===== src/rtl/ped_crossing_ctrl_pkg.sv =====
// rtl/ped_crossing_ctrl_pkg.sv - lamp encodings and pedestrian FSM state encoding
package ped_crossing_ctrl_pkg;

    localparam logic [2:0] LAMP_RED = 3'b100;
    localparam logic [2:0] LAMP_YEL = 3'b010;
    localparam logic [2:0] LAMP_GRN = 3'b001;
    localparam logic [2:0] LAMP_OFF = 3'b000;

    localparam logic [1:0] ST_IDLE  = 2'd0;
    localparam logic [1:0] ST_WALK  = 2'd1;
    localparam logic [1:0] ST_FLASH = 2'd2;

    typedef enum logic [1:0] {
        S_IDLE  = ST_IDLE,
        S_WALK  = ST_WALK,
        S_FLASH = ST_FLASH
    } ped_state_e;

    // LAMP_OFF is not one-hot, so a dark head counts as illegal too
    function automatic logic lamp_one_hot(input logic [2:0] lamp);
        return (lamp == LAMP_RED) || (lamp == LAMP_YEL) || (lamp == LAMP_GRN);
    endfunction

endpackage


===== src/rtl/ped_crossing_ctrl_btn_debounce.sv =====
// rtl/ped_crossing_ctrl_btn_debounce.sv - push-button synchronizer, debounce and rising-edge pulse
module ped_crossing_ctrl_btn_debounce #(
    parameter int DEBOUNCE_CYC = 4
) (
    input  logic clk,
    input  logic reset,
    input  logic btn_raw,
    output logic rise
);

    localparam int CW = $clog2(DEBOUNCE_CYC + 1);

    logic          sync1_q, sync2_q;
    logic [CW-1:0] cnt_q, cnt_d;
    logic          level_q, level_d;

    always_ff @(posedge clk or posedge reset) begin
        if (reset) begin
            sync1_q <= 1'b0;
            sync2_q <= 1'b0;
            cnt_q   <= '0;
            level_q <= 1'b0;
        end else begin
            sync1_q <= btn_raw;
            sync2_q <= sync1_q;
            cnt_q   <= cnt_d;
            level_q <= level_d;
        end
    end

    // rise is taken from the next level so the request latches on the accepting edge
    always_comb begin
        cnt_d   = '0;
        level_d = level_q;
        if (sync2_q != level_q) begin
            if (cnt_q == CW'(DEBOUNCE_CYC - 1)) begin
                level_d = sync2_q;
            end else begin
                cnt_d = cnt_q + 1'b1;
            end
        end
        rise = level_d & ~level_q;
    end

endmodule


===== src/rtl/ped_crossing_ctrl.sv =====
// rtl/ped_crossing_ctrl.sv - pedestrian WALK/DON'T-WALK controller for the road-1 crossing
// Optional countdown register enabled by macro PED_COUNTDOWN_EN.
module ped_crossing_ctrl
    import ped_crossing_ctrl_pkg::*;
#(
    parameter int DEBOUNCE_CYC = 4,
    parameter int WALK_SEC     = 7,
    parameter int FLASH_SEC    = 5,
    parameter int CNT_W        = 4
) (
    input  logic             clk,
    input  logic             reset,
    input  logic             tick,
    input  logic [2:0]       light_1,
    input  logic [2:0]       light_2,
    input  logic             ped_btn,
    output logic             walk,
    output logic             dont_walk,
    output logic             req_pending,
    output logic [CNT_W-1:0] countdown,
    output logic             fault
);

    ped_state_e       state_q, state_d;
    logic [CNT_W-1:0] sec_q, sec_d;
    logic             req_q, req_d;
    logic             fault_q, fault_d;
    logic             flash_dw_q, flash_dw_d;
    logic             btn_rise, ped_red, conflict, grant;

    ped_crossing_ctrl_btn_debounce #(.DEBOUNCE_CYC(DEBOUNCE_CYC)) u_btn (
        .clk     (clk),
        .reset   (reset),
        .btn_raw (ped_btn),
        .rise    (btn_rise)
    );

    assign ped_red  = (light_1 == LAMP_RED);
    assign conflict = (light_1[0] & light_2[0]) | ~lamp_one_hot(light_1) | ~lamp_one_hot(light_2);

    always_ff @(posedge clk or posedge reset) begin
        if (reset) begin
            state_q    <= S_IDLE;
            sec_q      <= '0;
            req_q      <= 1'b0;
            fault_q    <= 1'b0;
            flash_dw_q <= 1'b1;
        end else begin
            state_q    <= state_d;
            sec_q      <= sec_d;
            req_q      <= req_d;
            fault_q    <= fault_d;
            flash_dw_q <= flash_dw_d;
        end
    end

    always_comb begin
        state_d    = state_q;
        sec_d      = sec_q;
        req_d      = req_q;
        fault_d    = fault_q | conflict;
        flash_dw_d = flash_dw_q;
        grant      = 1'b0;
        case (state_q)
            S_IDLE: begin
                sec_d      = '0;
                flash_dw_d = 1'b1;
                if (req_q && ped_red && !fault_q && !conflict) begin
                    grant   = 1'b1;
                    state_d = S_WALK;
                    sec_d   = CNT_W'(WALK_SEC);
                end
            end
            S_WALK: begin
                if (!ped_red) begin
                    state_d = S_IDLE;
                    sec_d   = '0;
                end else if (tick) begin
                    if (sec_q <= CNT_W'(1)) begin
                        state_d    = S_FLASH;
                        sec_d      = CNT_W'(FLASH_SEC);
                        flash_dw_d = 1'b1;
                    end else begin
                        sec_d = sec_q - 1'b1;
                    end
                end
            end
            S_FLASH: begin
                if (!ped_red) begin
                    state_d    = S_IDLE;
                    sec_d      = '0;
                    flash_dw_d = 1'b1;
                end else if (tick) begin
                    if (sec_q <= CNT_W'(1)) begin
                        state_d    = S_IDLE;
                        sec_d      = '0;
                        flash_dw_d = 1'b1;
                    end else begin
                        sec_d      = sec_q - 1'b1;
                        flash_dw_d = ~flash_dw_q;
                    end
                end
            end
            default: begin
                state_d = S_IDLE;
                sec_d   = '0;
            end
        endcase
        // a conflict or latched fault parks the crossing regardless of timing
        if (fault_q || conflict) begin
            state_d = S_IDLE;
            sec_d   = '0;
        end
        if (grant) begin
            req_d = 1'b0;
        end
        if (btn_rise) begin
            req_d = 1'b1;
        end
    end

    assign walk        = (state_q == S_WALK) & ~fault_q;
    assign dont_walk   = fault_q | ~((state_q == S_WALK) | ((state_q == S_FLASH) & ~flash_dw_q));
    assign req_pending = req_q;
    assign fault       = fault_q;

`ifdef PED_COUNTDOWN_EN
    logic [CNT_W-1:0] cd_q, cd_d;

    always_ff @(posedge clk or posedge reset) begin
        if (reset) begin
            cd_q <= '0;
        end else begin
            cd_q <= cd_d;
        end
    end

    always_comb begin
        cd_d = '0;
        if (state_d == S_FLASH) begin
            cd_d = sec_d;
        end
    end

    assign countdown = cd_q;
`else
    assign countdown = '0;
`endif

endmodule


===== config.mk =====
export PLATFORM = sky130hd
export DESIGN_NAME = ped_crossing_ctrl
export DESIGN_NICKNAME = d
export VERILOG_FILES = /design/src/rtl/ped_crossing_ctrl_pkg.sv /design/src/rtl/ped_crossing_ctrl_btn_debounce.sv /design/src/rtl/ped_crossing_ctrl.sv
export SDC_FILE = /design/constraint.sdc
export NUM_CORES = 1
export LEC_CHECK = 0
export BUFFER_PORTS_ARGS = -buffer_cell sky130_fd_sc_hd__buf_2
export CAP_MARGIN = 20
export CELL_PAD_IN_SITES_DETAIL_PLACEMENT = 0
export CELL_PAD_IN_SITES_GLOBAL_PLACEMENT = 2
export CORE_MARGIN = 2
export CORE_UTILIZATION = 25
export CTS_CLUSTER_DIAMETER = 80
export CTS_CLUSTER_SIZE = 40
export DETAILED_ROUTE_END_ITERATION = 12
export GPL_TIMING_DRIVEN = 1
export PLACE_DENSITY = 0.7
export SYNTH_ARGS = -nofsm -noshare
export SYNTH_HDL_FRONTEND = slang
export SYNTH_SLANG_ARGS = --single-unit

===== constraint.sdc =====
create_clock -name clk -period 2.9 [get_ports clk]
set_input_delay 0.29 -clock clk [delete_from_list [all_inputs] [get_ports clk]]
set_output_delay 0.29 -clock clk [all_outputs]
set_load 0.05 [all_outputs]

==> impl_metrics.csv <==
group,metric,value,unit
timing,relSlewSlack,58.1,%
pwr,switching_share,33.0,%
cts,cts_hold_buf,0,
worst_hold_path,hold_path_class,"input pin to asynchronous set/reset pin",
synthesis,yosysSeqAreaShare,40.2,%
cts,path_clk_slew,0.07,ns
timing,max_clock_freq,533,MHz
global_route,overflow,0,
cts,cts_setup_buffers,0,
place,dp_cells,152,
timing,hold_violations,0,
cts,tritoncts,"yes",
pwr,combPwrFrac,26.0,%
timing,setup_slack,1.02,ns
floorplan,initial_utilization,25.8,%
pwr,total_power,587,uW
run_status,outcome,"complete, no violations",
timing,worst_slew_pin_slew,0.627,ns
floorplan,floorplan.rows,22,
cts,numCtsBuffers,3,
floorplan,pin_count,18,
synthesis,yosysTopAreaCellShare,37.4,%
pwr,power_density,547,nW/um^2
global_route,grt_pass1_wl,3580,um
synthesis,synth-edff-count,0,
cells_and_area,design_area,1070,sq um
critical_path,critical_path.endpoint_type,"primary output",
timing,period_needed,1.88,ns
pwr,p_clk_share,29.9,%
synthesis,synth_area_leader_cell,"dfrtp_1",
synthesis,synth_area_leaders,"dfrtp_1, buf_4, ha_1",
timing,rsz0062_at_grt,"no",
critical_path,worstReg2RegEnd,"sec_q[0]",
pwr,p_sw,194,uW
cts,htree_levels,1,
drt,routedWlPerCell,12.6,um
global_route,antenna_found_initial,0,
synthesis,yosysWarnings,0,
timing,fin_setup_tns,0,ns
synthesis,synth-seq-cells,15,
cells_and_area,synthToLayoutAreaGrowth,14.7,%
cells_and_area,fin_cells,156,
cells_and_area,fill_cells,397,
drt,vias,719,
drt,first_pass_iters,4,
drt,wl,1960,um
critical_path,r2r_slack,1.21,ns
global_route,grt_usage,10.8,%
synthesis,yosysMostFrequentCell,"dfrtp_1",
cts,cts_resized,0,
critical_path,reg2reg_depth,6,
global_route,grt_max_degree,16,
drt,drtIter0Drc,33,
synthesis,async_reset_ff_share,100,%
place,hpwl,1500,um
pwr,seqPwrFrac,44.1,%
timing,finClkSkew,0.00170,ns
timing,slew_violations,0,
critical_path,r2r-start,"sec_q[0]",
critical_path,worstPathRequired,2.61,ns
pwr,p_leak,0.467,nW
timing,setup_violations,0,
synthesis,synth.avg_cell_area,9.85,sq um
cells_and_area,nNetsFinal,122,
pwr,intPower,393,uW
cells_and_area,antenna_cells,0,
critical_path,cp_max_fo,12,
pwr,peakVddDrop,0.000262,V
synthesis,syn_area,936,sq um
flow_run,max_cap_viol_count,0,
floorplan,die_h,65.2,um
cts,clockRootBuffer,"clkbuf_8",
timing,min_period_over_period,64.7,%
place,pre_cts_slack,1.23,ns
drt,drc,0,
synthesis,synth_top_flop_cell,"dfrtp_1",
synthesis,synth_cells,95,
place,portBuffers,13,
cts,cts_buffer_depth,2,
cells_and_area,drive_gt1_share,23.1,%
critical_path,start_kind,"flop",
cts,clk_latency,0.25,ns
critical_path,critical_path_arrival,1.59,ns
cts,clock-sinks,15,
synthesis,ys_types,40,
critical_path,path_class,"flop to primary output",
drt,post_drt_via_cell_ratio,4.61,
synthesis,synth_common_cells,"dfrtp_1, nor2_1, inv_1, buf_4",
floorplan,die_w,65.2,um
drt,ant_nets,0,
global_route,grt_pass1_vias,764,
place,gp_congestion,0.857,
floorplan,fp.coreArea,3630,sq um
floorplan,die_area,4250,sq um
place,post_dp_cell_area,1020,sq um
[worst max-delay path: stages (launching register included)]
cell and delay [ns]:
dfrtp_1 0.50, nand2b_1 0.30, o21ai_0 0.24, nand2_1 0.09
buf_2 0.21
[routing by layer]
layer  vias up  global-route usage (%)  part of all wire, %
met2        10                    18.6                   49
met3         2                    2.57                  2.8
met5         -                       0                    0
met1       346                    14.0                   48
met4         0                    1.56                 0.61
li1        361                       -                    -
[cells by family after synthesis]
family | count (synthesis) | synth area share, %
other | 1 | 0.401
xor gates and xnor gates | 4 | 3.74
muxes | 1 | 1.20
adders and majority gates | 5 | 6.15
and+or+nand+nor | 35 | 22.3
DFF | 15 | 40.2
AOI/OAI and AO/OA | 21 | 18.4
buffers and inverters | 13 | 7.49
[metrics by stage]
stage | util [%] | hold WS [ns]
3_5_place_dp | 28.2 | 0.343
5_1_grt | 29.5 | 0.134
2_1_floorplan | - | 0.191
3_3_place_gp | 28.2 | 0.340
4_1_cts | 29.5 | 0.127
6_report | 29.5 | 0.110
[sequential cells by signal, indices dropped and copies added, names as in the netlist]
name           count
sec_q              4
u_btn.level_q      1
flash_dw_q         1
u_btn.sync1_q      1
u_btn.cnt_q        3
state_q            2
u_btn.sync2_q      1
req_pending        1
fault              1
[placed cells by master, fill, tap and decap left out, types with 2 or more instances in the layout]
cell / netlist / layout
nand2b_1: 2 / 2
nand2_1: 4 / 4
nand3_1: 3 / 3
maj3_1: 2 / 2
nor3b_1: 2 / 2
nor2_1: 9 / 9
xnor2_1: 3 / 3
o21ai_0: 3 / 3
nor2b_1: 2 / 2
clkbuf_8: 0 / 3
o32a_1: 2 / 2
ha_1: 3 / 3
conb_1: 1 / 4
buf_2: 2 / 13
a21oi_1: 3 / 3
a21o_1: 2 / 2
inv_1: 6 / 6
dfrtp_1: 14 / 14
nor3_1: 3 / 3
a211oi_1: 4 / 4
[final cells by class]
cell class	instances	area (sq um)	area share (%)
repair buffers	13	65.1	6.06
flip-flops and latches	15	377	35.1
inverters	6	22.5	2.10
clock buffers	3	41.3	3.85
multi-input cells	70	500	46.6
clock inverters	1	7.51	0.699
well taps	48	60.1	5.59
[how the worst max path moves through the flow]
stage,start,endpoint,slack (ns),depth (start not counted)
after global placement,sec_q[0],sec_q[0],1.26,6
final,state_q[0],dont_walk,1.02,4
after global routing,state_q[0],dont_walk,0.91,4
after CTS,state_q[0],dont_walk,1.05,4
after floorplan,state_q[1],walk,1.26,3
after detailed placement,sec_q[0],sec_q[0],1.23,6
[power by group through the flow]
| stage | logic, mW | registers, mW | clock network [mW] |
|---|---|---|---|
| 2_1_floorplan | 0.103 | 0.280 | 0 |
| 3_3_place_gp | 0.153 | 0.260 | 0 |
| 3_5_place_dp | 0.155 | 0.263 | 0 |
| 4_1_cts | 0.156 | 0.259 | 0.184 |
| 5_1_grt | 0.173 | 0.263 | 0.193 |
| 6_report | 0.153 | 0.259 | 0.176 |
Power figures use the tool's default switching activity.
